$ cat src/rtl/iob_pulse_seq.sv
// Programmable pulse-train sequencer: a start request latches a burst
// configuration, plays delay/high/low phases for N pulses, then strobes done.
module iob_pulse_seq #(
    parameter int CNT_W = 16,
    parameter int NUM_W = 8
) (
    input  logic             clk,
    input  logic             rst,
    input  logic             start,
    input  logic             abort,
    input  logic [CNT_W-1:0] cfg_delay,
    input  logic [CNT_W-1:0] cfg_width,
    input  logic [CNT_W-1:0] cfg_period,
    input  logic [NUM_W-1:0] cfg_count,
    output logic             busy,
    output logic             pulse_out,
    output logic [NUM_W-1:0] pulse_idx,
    output logic             done,
    output logic             err
);

    typedef enum logic [2:0] {
        IDLE,
        DELAY,
        HIGH,
        LOW,
        DONE
    } state_t;

    localparam logic [CNT_W-1:0] C1 = 1;
    localparam logic [NUM_W-1:0] N1 = 1;

    state_t           state, state_n;
    logic [CNT_W-1:0] cnt, cnt_n;
    logic [CNT_W-1:0] sh_width, sh_period;
    logic [NUM_W-1:0] sh_count;
    logic [NUM_W-1:0] idx, idx_n;
    logic             err_n;
    logic             load;
    logic             cfg_ok;

    assign cfg_ok = (cfg_width != '0) && (cfg_count != '0)
                    && (cfg_period > cfg_width);

    always_ff @(posedge clk) begin
        if (rst) begin
            state     <= IDLE;
            cnt       <= '0;
            idx       <= '0;
            err       <= 1'b0;
            sh_width  <= '0;
            sh_period <= '0;
            sh_count  <= '0;
        end else begin
            state <= state_n;
            cnt   <= cnt_n;
            idx   <= idx_n;
            err   <= err_n;
            if (load) begin
                sh_width  <= cfg_width;
                sh_period <= cfg_period;
                sh_count  <= cfg_count;
            end
        end
    end

    // cnt holds (remaining cycles - 1) of the current phase
    always_comb begin
        state_n = state;
        cnt_n   = cnt;
        idx_n   = idx;
        err_n   = 1'b0;
        load    = 1'b0;
        unique case (state)
            IDLE: begin
                if (start && !abort) begin
                    if (cfg_ok) begin
                        load  = 1'b1;
                        idx_n = '0;
                        if (cfg_delay != '0) begin
                            state_n = DELAY;
                            cnt_n   = cfg_delay - C1;
                        end else begin
                            state_n = HIGH;
                            cnt_n   = cfg_width - C1;
                        end
                    end else begin
                        err_n = 1'b1;
                    end
                end
            end
            DELAY: begin
                if (cnt == '0) begin
                    state_n = HIGH;
                    cnt_n   = sh_width - C1;
                end else begin
                    cnt_n = cnt - C1;
                end
            end
            HIGH: begin
                if (cnt == '0) begin
                    if (idx == sh_count - N1) begin
                        state_n = DONE;
                        cnt_n   = '0;
                    end else begin
                        state_n = LOW;
                        cnt_n   = sh_period - sh_width - C1;
                    end
                end else begin
                    cnt_n = cnt - C1;
                end
            end
            LOW: begin
                if (cnt == '0) begin
                    state_n = HIGH;
                    cnt_n   = sh_width - C1;
                    idx_n   = idx + N1;
                end else begin
                    cnt_n = cnt - C1;
                end
            end
            DONE: begin
                state_n = IDLE;
            end
            default: begin
                state_n = IDLE;
                cnt_n   = '0;
            end
        endcase
        if (abort && state != IDLE) begin
            state_n = IDLE;
            cnt_n   = '0;
            idx_n   = idx;
        end
    end

    always_comb begin
        busy      = 1'b0;
        pulse_out = 1'b0;
        done      = 1'b0;
        busy      = (state != IDLE);
        pulse_out = (state == HIGH);
        done      = (state == DONE);
    end

    assign pulse_idx = idx;

endmodule

$ cat config.mk
export PLATFORM = sky130hd
export DESIGN_NAME = iob_pulse_seq
export DESIGN_NICKNAME = d
export VERILOG_FILES = /design/src/rtl/iob_pulse_seq.sv
export SDC_FILE = /design/constraint.sdc
export NUM_CORES = 1
export LEC_CHECK = 0
export CORE_MARGIN = 3
export CORE_UTILIZATION = 30
export DETAILED_ROUTE_END_ITERATION = 12
export GPL_TIMING_DRIVEN = 0
export HOLD_SLACK_MARGIN = 0.15
export PLACE_DENSITY = 0.6
export SLEW_MARGIN = 10
export SYNTH_ARGS = -nofsm -noshare
export SYNTH_HDL_FRONTEND = slang
export SYNTH_SLANG_ARGS = --single-unit
$ cat constraint.sdc
create_clock -name clk -period 9.5 [get_ports clk]
set_clock_uncertainty 0.05 [all_clocks]
set_input_delay 2.375 -clock clk [delete_from_list [all_inputs] [get_ports clk]]
set_output_delay 2.375 -clock clk [all_outputs]
set_load 0.1 [all_outputs]
==> results.sh <==
export IMPL_design_core_area_mm2=0.0176
export IMPL_grt_pass1_vias=5227
export IMPL_ioPinCount=72
export IMPL_rr_endpoint="cnt[0]$_SDFFE_PP0P_"
export IMPL_tns_ns=0
export IMPL_yosysMostFrequentCell="nor2_1"
export IMPL_dieHeight_um=141
export IMPL_yosys_warnings=0
export IMPL_min_from="sh_period[14]$_SDFFE_PP0P_"
export IMPL_clock_sinks=68
export IMPL_min_delay_worst_endpoint="sh_period[14]$_SDFFE_PP0P_"
export IMPL_yosysUniqueCellTypes=68
export IMPL_critPathCaptureType="flip-flop"
export IMPL_antenna_found_initial=0
export IMPL_n_antenna_cell=0
export IMPL_max_freq_ghz=0.161
export IMPL_dr_total_vias=5595
export IMPL_multi_input_area_mm2=0.00387
export IMPL_ctsHoldBuffers=0
export IMPL_cts_resized=0
export IMPL_ant_nets=0
export IMPL_num_fill_cells=1869
export IMPL_syn_area_per_cell_um2=7.67
export IMPL_start_util=0.312
export IMPL_grt_pass1_wl_um=28000
export IMPL_drive_gt1_frac=0.0448
export IMPL_drt_pass1_iterations=5
export IMPL_layout_nets=896
export IMPL_postCtsSetupRepairBufs=0
export IMPL_area_growth_pct=23.6
export IMPL_slew_limit_headroom=0.190
export IMPL_synth_top_cell_by_area="dfxtp_1"
export IMPL_start_kind="input port"
export IMPL_ff2ff_path_depth=10
export IMPL_clk_pin_slew_ns=0.05
export IMPL_dp_cells=1013
export IMPL_totalPowerFinal_mw=1.51
export IMPL_hold_class="reg2reg"
export IMPL_dpl_cell_area_mm2=0.00649
export IMPL_cts_tree="built"
export IMPL_netlist_area_mm2=0.00550
export IMPL_path_class="in2reg"
export IMPL_cp_slowest_stage_delay_ns=0.64
export IMPL_grt_max_degree=12
export IMPL_synthCells=717
export IMPL_fin_crit_sh=0.655
export IMPL_utilization=0.386
export IMPL_r2r_start="cnt[0]$_SDFFE_PP0P_"
export IMPL_hold_viol_final=0
export IMPL_finalSetupViolCount=0
export IMPL_ys_seq_area_frac=0.248
export IMPL_drv_cap=0
export IMPL_gp_congestion=0.917
export IMPL_setup_ws_ns=3.28
export IMPL_cp_cell_sequence="clkdlybuf4s50_1 -> nor4_1 -> nand3_1 -> nor2_1 -> buf_2 -> a21oi_1 -> ha_1 -> nand2_1 -> a2111oi_4 -> nand4_1 -> xnor2_1 -> nor2_1 -> mux2_2 -> o21a_1"
export IMPL_crit_top_cell="nor2_1"
export IMPL_synth_edf_count=0
export IMPL_port_buffers=71
export IMPL_seq_area_mm2=0.00136
export IMPL_grt_total_usage=0.179
export IMPL_root_buffer="clkbuf_16"
export IMPL_cp_slowest_cell="nor4_1"
export IMPL_synth_area_top_cells="dfxtp_1 25%, ha_1 8.2%, mux2i_1 8.2%, nor2_1 6.0%, a21oi_1 5.8%"
export IMPL_ys_flop_type="dfxtp_1"
export IMPL_syn_num_nets=814
export IMPL_dr_first_iter_drc_count=399
export IMPL_ys_async_sr_fraction=0
export IMPL_rrSetupSlack_ns=6.01
export IMPL_whs_ns=0.451
export IMPL_ys_ff_latch=68
export IMPL_crit_fanout=10
export IMPL_worst_slew_pin_slew_ns=1.21
export IMPL_finalInstanceArea_mm2=0.00679
export IMPL_irDropWorstVdd_uv=134
export IMPL_place_ws_ns=2.98
export IMPL_cp_required_ns=9.69
export IMPL_die_x_um=141
export IMPL_htreeDepth=3
export IMPL_rows=48
export IMPL_rsz0062_at_grt="false"
export IMPL_cts_buffers=9
export IMPL_crit_arrival_ns=6.41
export IMPL_status="completed"
export IMPL_maxSlewViolCount=0
export IMPL_grt_overflow_total=0
export IMPL_powerDensity_mw_per_mm2=223
export IMPL_power_leakage_nw=2.90
export IMPL_vias_per_cell=5.44
export IMPL_dieArea_mm2=0.0200
export IMPL_routed_wl_um=18100
export IMPL_synth_common_cells="88 x nor2_1, 68 x dfxtp_1, 64 x a21oi_1"
export IMPL_period_minus_slack_ns=6.22
export IMPL_wl_per_cell_um=17.5
export IMPL_post_route_drc_count=0
export IMPL_clk_path_buf_depth=2
export IMPL_final_cell_count_no_fill=1029
export IMPL_dp_hpwl_um=14500
export IMPL_insertion_delay_ns=0.35
export IMPL_synth_top_area_frac=0.248
export IMPL_hold_depth=2
[state kept, by name, summed over array words and instances, names as in the netlist]
register	flops
cnt	16
err	1
pulse_idx	8
sh_count	8
sh_period	16
sh_width	16
state	3
[where the power goes]
group / leakage [nW] / switching, mW / total [mW] / internal, mW
logic: 2.21 / 0.511 / 0.805 / 0.294
registers: 0.552 / 0.0440 / 0.368 / 0.324
clock network: 0.147 / 0.131 / 0.341 / 0.210
[worst max-delay path: cells and delay by family]
| family | cells | cell delay [ns] |
|---|---|---|
| compound gates | 3 | 0.42 |
| xor+xnor | 1 | 0.15 |
| fa+ha+maj | 1 | 0.23 |
| buf+inv | 2 | 0.87 |
| mux | 1 | 0.27 |
| simple gates | 6 | 2.09 |
[worst max path at each step]
stage / slack, ns / startpoint / end / cells past startpoint
2_1_floorplan: 4.06 / state[1]$_SDFFE_PP0P_ / pulse_out / 1
3_3_place_gp: 2.99 / cfg_width[7] / cnt[7]$_SDFFE_PP0P_ / 12
3_5_place_dp: 2.98 / cfg_width[7] / sh_count[7]$_SDFFE_PP0P_ / 12
4_1_cts: 3.31 / cfg_width[7] / sh_count[7]$_SDFFE_PP0P_ / 12
5_1_grt: 2.99 / cfg_delay[7] / cnt[12]$_SDFFE_PP0P_ / 14
6_report: 3.28 / cfg_delay[9] / cnt[12]$_SDFFE_PP0P_ / 14
[cell families (layout without fill, tap and decap cells)]
kind of cell	after synthesis	after routing	share of synthesized area
adder cells (fa/ha/maj)	37	37	0.0856
XOR/XNOR	53	53	0.0844
buffers and inverters	69	156	0.0496
flip-flops	68	68	0.248
multiplexers	46	46	0.0840
AND/OR/NAND/NOR	261	261	0.236
AO/OA/AOI/OAI	183	183	0.213
[layout make-up]
| class | instances | share of cell area |
|---|---|---|
| clock buffer | 12 | 0.0363 |
| multi-input combinational | 580 | 0.570 |
| sequential | 68 | 0.200 |
| tap | 225 | 0.0414 |
| timing repair buffer | 71 | 0.105 |
| buffer | 23 | 0.0147 |
| inverter | 46 | 0.0254 |
| clock inverter | 4 | 0.00718 |
[placed cells by master (no fill, tap or decap), drive strengths merged, types with 7 or more instances in the layout]
master / count
nor2: 88
clkdlybuf4s50: 71
dfxtp: 68
a21oi: 64
nand2: 48
inv: 46
mux2i: 45
o21ai: 37
ha: 36
xnor2: 31
clkbuf: 29
nand3: 24
nor3: 23
xor2: 22
nor4: 13
nand4: 12
a21o: 9
nor2b: 7
a211oi: 7
o211ai: 7
a31oi: 7
[metal layers]
| metal | share of wire | vias up | wire length, um | global-route usage |
|---|---|---|---|---|
| met5 | 0 | - | 0 | 0 |
| met4 | 0.025 | 0 | 459 | 0.0621 |
| met3 | 0.068 | 33 | 1230 | 0.0428 |
| met2 | 0.43 | 208 | 7800 | 0.278 |
| met1 | 0.47 | 2579 | 8570 | 0.244 |
| li1 | - | 2775 | - | - |
No activity file was read; power rests on OpenSTA's default activity.
